`config.mk`:
```
export PLATFORM = sky130hd
export DESIGN_NAME = cube_unscramble
export DESIGN_NICKNAME = d
export VERILOG_FILES = /design/src/rtl/cube_unscramble.sv
export SDC_FILE = /design/constraint.sdc
export NUM_CORES = 1
export LEC_CHECK = 0
export CAP_MARGIN = 40
export CORE_ASPECT_RATIO = 1.1
export CORE_UTILIZATION = 60
export CTS_CLUSTER_DIAMETER = 100
export DETAILED_ROUTE_END_ITERATION = 12
export HOLD_SLACK_MARGIN = 0.12
export PLACE_DENSITY_LB_ADDON = 0.2
export SYNTH_ARGS = -nofsm -noshare
export SYNTH_HDL_FRONTEND = slang
export SYNTH_SLANG_ARGS = --single-unit
```
`constraint.sdc`:
```
create_clock -name clock_i -period 3.6 [get_ports clock_i]
set_input_delay 1.08 -clock clock_i [delete_from_list [all_inputs] [get_ports clock_i]]
set_output_delay 1.08 -clock clock_i [all_outputs]
set_load 0.03 [all_outputs]
```
`src/rtl/cube_unscramble.sv`:
```
// cube_unscramble
//   Move-history recorder and inverse replayer. Each legal move applied to the cube while
//   idle is pushed onto a LIFO. On start the stack is replayed top-first. Every issued move
//   is the inverse of the stored one: the direction bit (bit 0) is flipped. Issued moves are
//   paced by a tick divider.
//
// Ports
//   clock_i       system clock, rising edge
//   reset_i       asynchronous, active-high; clears all state
//   rec_valid_i   rec_move_i was applied to the cube this cycle
//   rec_move_i    applied move code (0..11 legal, 12..15 ignored)
//   start_i       begin replay (level, sampled while idle)
//   clear_i       synchronous flush of stack and flags; aborts a replay
//   move_valid_o  one-cycle strobe: controller applies move_out_o
//   move_out_o    inverse move code, valid with move_valid_o
//   busy_o        high while waiting for a tick or issuing
//   done_o        one-cycle pulse when a replay finishes
//   count_o       entries currently stored (0..DEPTH)
//   overflow_o    sticky: a record was lost or overwritten
//
// Configuration
//   UNSCRAMBLE_RING_OVERWRITE_EN  defined: a push when full overwrites the oldest entry.
//                                 undefined: a push when full is dropped.
//                                 Either way the push sets overflow.

module cube_unscramble #(
    parameter int unsigned DEPTH    = 32,
    parameter int unsigned PTR_W    = 5,
    parameter int unsigned MOVE_W   = 4,
    parameter int unsigned TICK_DIV = 25000000
) (
    input  logic              clock_i,
    input  logic              reset_i,
    input  logic              rec_valid_i,
    input  logic [MOVE_W-1:0] rec_move_i,
    input  logic              start_i,
    input  logic              clear_i,
    output logic              move_valid_o,
    output logic [MOVE_W-1:0] move_out_o,
    output logic              busy_o,
    output logic              done_o,
    output logic [PTR_W:0]    count_o,
    output logic              overflow_o
);

    localparam int unsigned TickW = (TICK_DIV > 2) ? $clog2(TICK_DIV) : 1;

    localparam logic [TickW-1:0]  TickLast = TickW'(TICK_DIV - 1);
    localparam logic [TickW-1:0]  TickOne  = TickW'(1);
    localparam logic [PTR_W:0]    CntFull  = (PTR_W + 1)'(DEPTH);
    localparam logic [PTR_W:0]    CntOne   = (PTR_W + 1)'(1);
    localparam logic [PTR_W-1:0]  PtrOne   = PTR_W'(1);
    localparam logic [MOVE_W-1:0] DirBit   = MOVE_W'(1);
    localparam logic [MOVE_W-1:0] NumLegal = MOVE_W'(12);

    typedef enum logic [1:0] {
        StIdle,
        StWaitTick,
        StIssue,
        StDone
    } state_e;

    state_e            state_q;
    logic [TickW-1:0]  tick_q;
    logic [PTR_W-1:0]  wr_ptr_q;
    logic [PTR_W:0]    count_q;
    logic              overflow_q;
    logic              move_valid_q;
    logic [MOVE_W-1:0] move_out_q;
    logic              busy_q;
    logic              done_q;

    logic [MOVE_W-1:0] mem_q [DEPTH];

    logic              full;
    logic              push_req;
    logic              push_wr;
    logic [PTR_W-1:0]  top_ptr;

    always_comb begin
        full     = (count_q == CntFull);
        // Recording is only accepted while idle; clear wins over everything.
        push_req = (state_q == StIdle) && !clear_i && rec_valid_i && (rec_move_i < NumLegal);
`ifdef UNSCRAMBLE_RING_OVERWRITE_EN
        // Circular stack: writing at wr_ptr when full replaces the oldest entry.
        push_wr  = push_req;
`else
        push_wr  = push_req && !full;
`endif
        top_ptr  = wr_ptr_q - PtrOne;
    end

    // Stack storage; contents are meaningless while count_q is zero, so no reset is needed.
    always_ff @(posedge clock_i) begin
        if (push_wr) begin
            mem_q[wr_ptr_q] <= rec_move_i;
        end
    end

    always_ff @(posedge clock_i or posedge reset_i) begin
        if (reset_i) begin
            state_q      <= StIdle;
            tick_q       <= '0;
            wr_ptr_q     <= '0;
            count_q      <= '0;
            overflow_q   <= 1'b0;
            move_valid_q <= 1'b0;
            move_out_q   <= '0;
            busy_q       <= 1'b0;
            done_q       <= 1'b0;
        end else begin
            move_valid_q <= 1'b0;
            move_out_q   <= '0;
            done_q       <= 1'b0;
            if (clear_i) begin
                state_q    <= StIdle;
                tick_q     <= '0;
                wr_ptr_q   <= '0;
                count_q    <= '0;
                overflow_q <= 1'b0;
                busy_q     <= 1'b0;
            end else begin
                if (push_wr) begin
                    wr_ptr_q <= wr_ptr_q + PtrOne;
                    if (!full) begin
                        count_q <= count_q + CntOne;
                    end
                end
                if (push_req && full) begin
                    overflow_q <= 1'b1;
                end

                unique case (state_q)
                    StIdle: begin
                        if (start_i) begin
                            tick_q <= '0;
                            // A push in this same cycle is part of the replay.
                            if ((count_q != '0) || push_wr) begin
                                state_q <= StWaitTick;
                                busy_q  <= 1'b1;
                            end else begin
                                state_q <= StDone;
                                done_q  <= 1'b1;
                            end
                        end
                    end
                    StWaitTick: begin
                        if (tick_q == TickLast) begin
                            state_q      <= StIssue;
                            move_valid_q <= 1'b1;
                            move_out_q   <= mem_q[top_ptr] ^ DirBit;
                        end else begin
                            tick_q <= tick_q + TickOne;
                        end
                    end
                    StIssue: begin
                        wr_ptr_q <= top_ptr;
                        count_q  <= count_q - CntOne;
                        if (count_q == CntOne) begin
                            state_q <= StDone;
                            busy_q  <= 1'b0;
                            done_q  <= 1'b1;
                        end else begin
                            state_q <= StWaitTick;
                            tick_q  <= '0;
                        end
                    end
                    StDone: begin
                        state_q <= StIdle;
                    end
                    default: begin
                        state_q <= StIdle;
                        busy_q  <= 1'b0;
                    end
                endcase
            end
        end
    end

    assign move_valid_o = move_valid_q;
    assign move_out_o   = move_out_q;
    assign busy_o       = busy_q;
    assign done_o       = done_q;
    assign count_o      = count_q;
    assign overflow_o   = overflow_q;

endmodule
```
==> results.yml <==
status:
  outcome: "finished clean"
layout:
  antenna_cells: 0
  fin_area_um2: 9000
  fin_util_pct: 68.40
  final_layout_size_suffix_gt1_share_pct: 16.53
  layout_commonest_cell: "edfxtp_1"
  nFillCells: 881
  area_delta_synth_final_pct: 11.92
  nets: 614
  mostFrequentLayoutCells: "128 x edfxtp_1, 55 x nor2_1, 45 x dfrtp_1"
logic_synthesis:
  synthFlopType: "edfxtp_1"
  avgSynthCellArea_um2: 14.28
  synth_top_family_by_area: "simple AND/OR/NAND/NOR gates"
  syn_nets: 585
  synth-xor-area-share_pct: 0.6535
  yosys.area_share.simple_pct: 12.68
  synth-warning-count: 0
  ys_types: 70
  synth_area_um2: 8041
  synth_edf_count: 128
  syn_inst: 563
  synth_fa_ha_area_share_pct: 2.023
  ys_ff_latch: 174
  synth_compound_area_share_pct: 7.998
  async_reset_ff_share_pct: 26.44
  synthMuxAreaShare_pct: 12.07
  yosysSeqAreaShare_pct: 62.11
cts:
  post_cts_resized: 0
  root_buffer: "clkbuf_16"
  numCtsBuffers: 17
  tritoncts: "yes"
  clock-sinks: 174
  clk-insertion-delay-late_ns: 0.43
  cts_setup_buffers: 0
  clk_path_buf_depth: 2
  postCtsHoldBufs: 0
  cts.clk_slew.worst_paths_ns: 0.06
  htreeDepth: 4
floorplan:
  core_um2: 13160
  fp.dieH_um: 123.4
  die_w_um: 112.4
  io_pins: 23
  initial_core_util_pct: 61.12
  die_area_um2: 13870
  num_rows: 44
pwr:
  irDropWorstVdd_mv: 0.3395
  leakagePower_nw: 3.125
  power.density_nw_per_um2: 668.1
setup_path:
  worstSetupStartpoint: "rec_move_i[3]"
  crit_slowest_cell: "nor2_1"
  slowest_delay_ns: 0.43
  worst-setup-path-type: "in2reg"
  reg2reg_to: "move_out_o[3]"
  r2r_start: "wr_ptr_q[0]"
  path_common_cell: "nor2_1"
  critical_path.endpoint_type: "flip-flop"
  crit_arrival_ns: 3.07
  crit_fanout: 8
  cp-endpoint: "mem_q[28][0]"
  cp-start-kind: "input port"
  ff2ff_path_depth: 7
  r2r_slack_ns: 0.69
  cp_cell_sequence: "clkdlybuf4s50_1, and2_1, nor2_1, and2_0, nand2_1, nor2_1"
  cp_data_required_time_ns: 3.70
timing:
  finalCritPeriodShare_pct: 82.70
  setup_viol: 0
  hold_viol: 0
  tns_ns: 0
  max_freq_ghz: 0.3359
  grt_setup_unrepaired: "no"
  fin_worst_skew_ns: 0.007129
  worst_slew_pin_slew_ns: 0.7923
  fin_crit_ns: 2.977
  relSlewSlack_pct: 47.18
  maxSlewViolCount: 0
detailed_routing:
  drtAntennaViolNets: 0
  dr.pass1.iters: 4
  vias_per_cell: 6.457
  drt-total-wl_mm: 16.62
  wire_per_inst_um: 21.70
  drcViolationCount: 0
  drtIter0Drc: 675
  vias: 4946
placed_design:
  portBuffers: 22
  place_congestion: 0.8120
  dpl.hpwl_mm: 11.12
  placed_area_um2: 8446
grt:
  grt_overflow_total: 0
  first_global_vias: 4901
  grt_usage_pct: 26.47
  grt_pass1_wl_mm: 26.62
  grt_start_max_net_pins: 39
  antenna_found_initial: 0
hold_path:
  hp-class: "reg2reg"
flow_run:
  cap_violations: 0
[worst min path at each step]
stage | startpoint | end | depth (start not counted)
5_1_grt | tick_q[0] | tick_q[0] | 1
2_1_floorplan | tick_q[24] | tick_q[24] | 1
3_3_place_gp | tick_q[24] | tick_q[24] | 1
6_report | overflow_o | overflow_o | 2
4_1_cts | tick_q[19] | tick_q[19] | 1
3_5_place_dp | tick_q[19] | tick_q[19] | 1
[cell type report]
type                    instances  area [µm²]  area share, %
well taps                     161       201.4          2.238
clock buffers                  20       436.7          4.852
inverters                      15       56.30         0.6256
multi-input cells             346        2854          31.71
flip-flops and latches        174        4996          55.51
clock inverters                12       117.6          1.307
repair buffers                 38       337.8          3.754
[sequential cells by signal (all words and copies together) (netlist names)]
name,flops
move_out_o,4
busy_o,1
move_valid_o,1
wr_ptr_q,5
overflow_o,1
tick_q,25
done_o,1
state_q,2
count_o,6
mem_q,128
[cells by family after synthesis]
group | count (synthesis)
compound gates | 95
xor+xnor | 6
fa+ha+maj | 13
buf+inv | 43
flops | 174
mux | 50
simple gates | 182
[per-stage QoR]
| stage | total power, mW | cells | hold WS, ns | setup WS (ns) |
|---|---|---|---|---|
| floorplan | 3.833 | 563 | 0.4584 | 0.4606 |
| global placement | 4.265 | 732 | 0.4877 | 0.3346 |
| detailed placement | 4.319 | 734 | 0.5155 | 0.2099 |
| CTS | 6.038 | 766 | 0.5249 | 0.6461 |
| global route | 6.284 | 766 | 0.5670 | 0.4763 |
| finish | 6.013 | 766 | 0.5264 | 0.6228 |
[where the power goes]
group          switching [mW]  internal, mW  leakage [nW]
Sequential              0.135          2.23          1.78
Clock                   0.721          1.01         0.263
Combinational            1.03         0.885          1.08
[critical path: cells and delay by family]
| kind | cells | cell delay, ns |
|---|---|---|
| buffers and inverters | 1 | 0.41 |
| and+or+nand+nor | 5 | 1.59 |
[routing by layer]
metal	up-vias	GRT usage (%)	routed length [µm]
li1	2269	-	-
met1	2507	33.48	6857
met2	139	45.69	8723
met3	31	4.755	676
met4	0	11.00	366
met5	-	0	0
[synthesized netlist by cell type (5+ instances only)]
| library cell | number | area (µm²) |
|---|---|---|
| a41oi_1 | 6 | 52.55 |
| and2_1 | 5 | 31.28 |
| ha_1 | 13 | 162.7 |
| inv_1 | 15 | 56.30 |
| a21oi_1 | 17 | 85.08 |
| nand4_1 | 10 | 62.56 |
| and3_1 | 9 | 56.30 |
| a211oi_1 | 5 | 37.54 |
| a31oi_1 | 15 | 93.84 |
| dfrtp_1 | 46 | 1151 |
| nor2_1 | 55 | 206.5 |
| or3_1 | 5 | 31.28 |
| mux2i_1 | 7 | 70.07 |
| mux2_2 | 8 | 90.09 |
| mux4_1 | 6 | 157.7 |
| o21ai_0 | 20 | 100.1 |
| nand2_1 | 28 | 105.1 |
| edfxtp_1 | 128 | 3844 |
| clkbuf_1 | 13 | 48.80 |
| buf_2 | 7 | 35.03 |
| nand4b_1 | 7 | 61.31 |
| mux4_2 | 29 | 653.1 |
| nand3_1 | 19 | 95.09 |
| nor2b_1 | 8 | 50.05 |
| o31ai_1 | 6 | 45.04 |
| nand3b_1 | 5 | 37.54 |
Power figures use the tool's default switching activity.
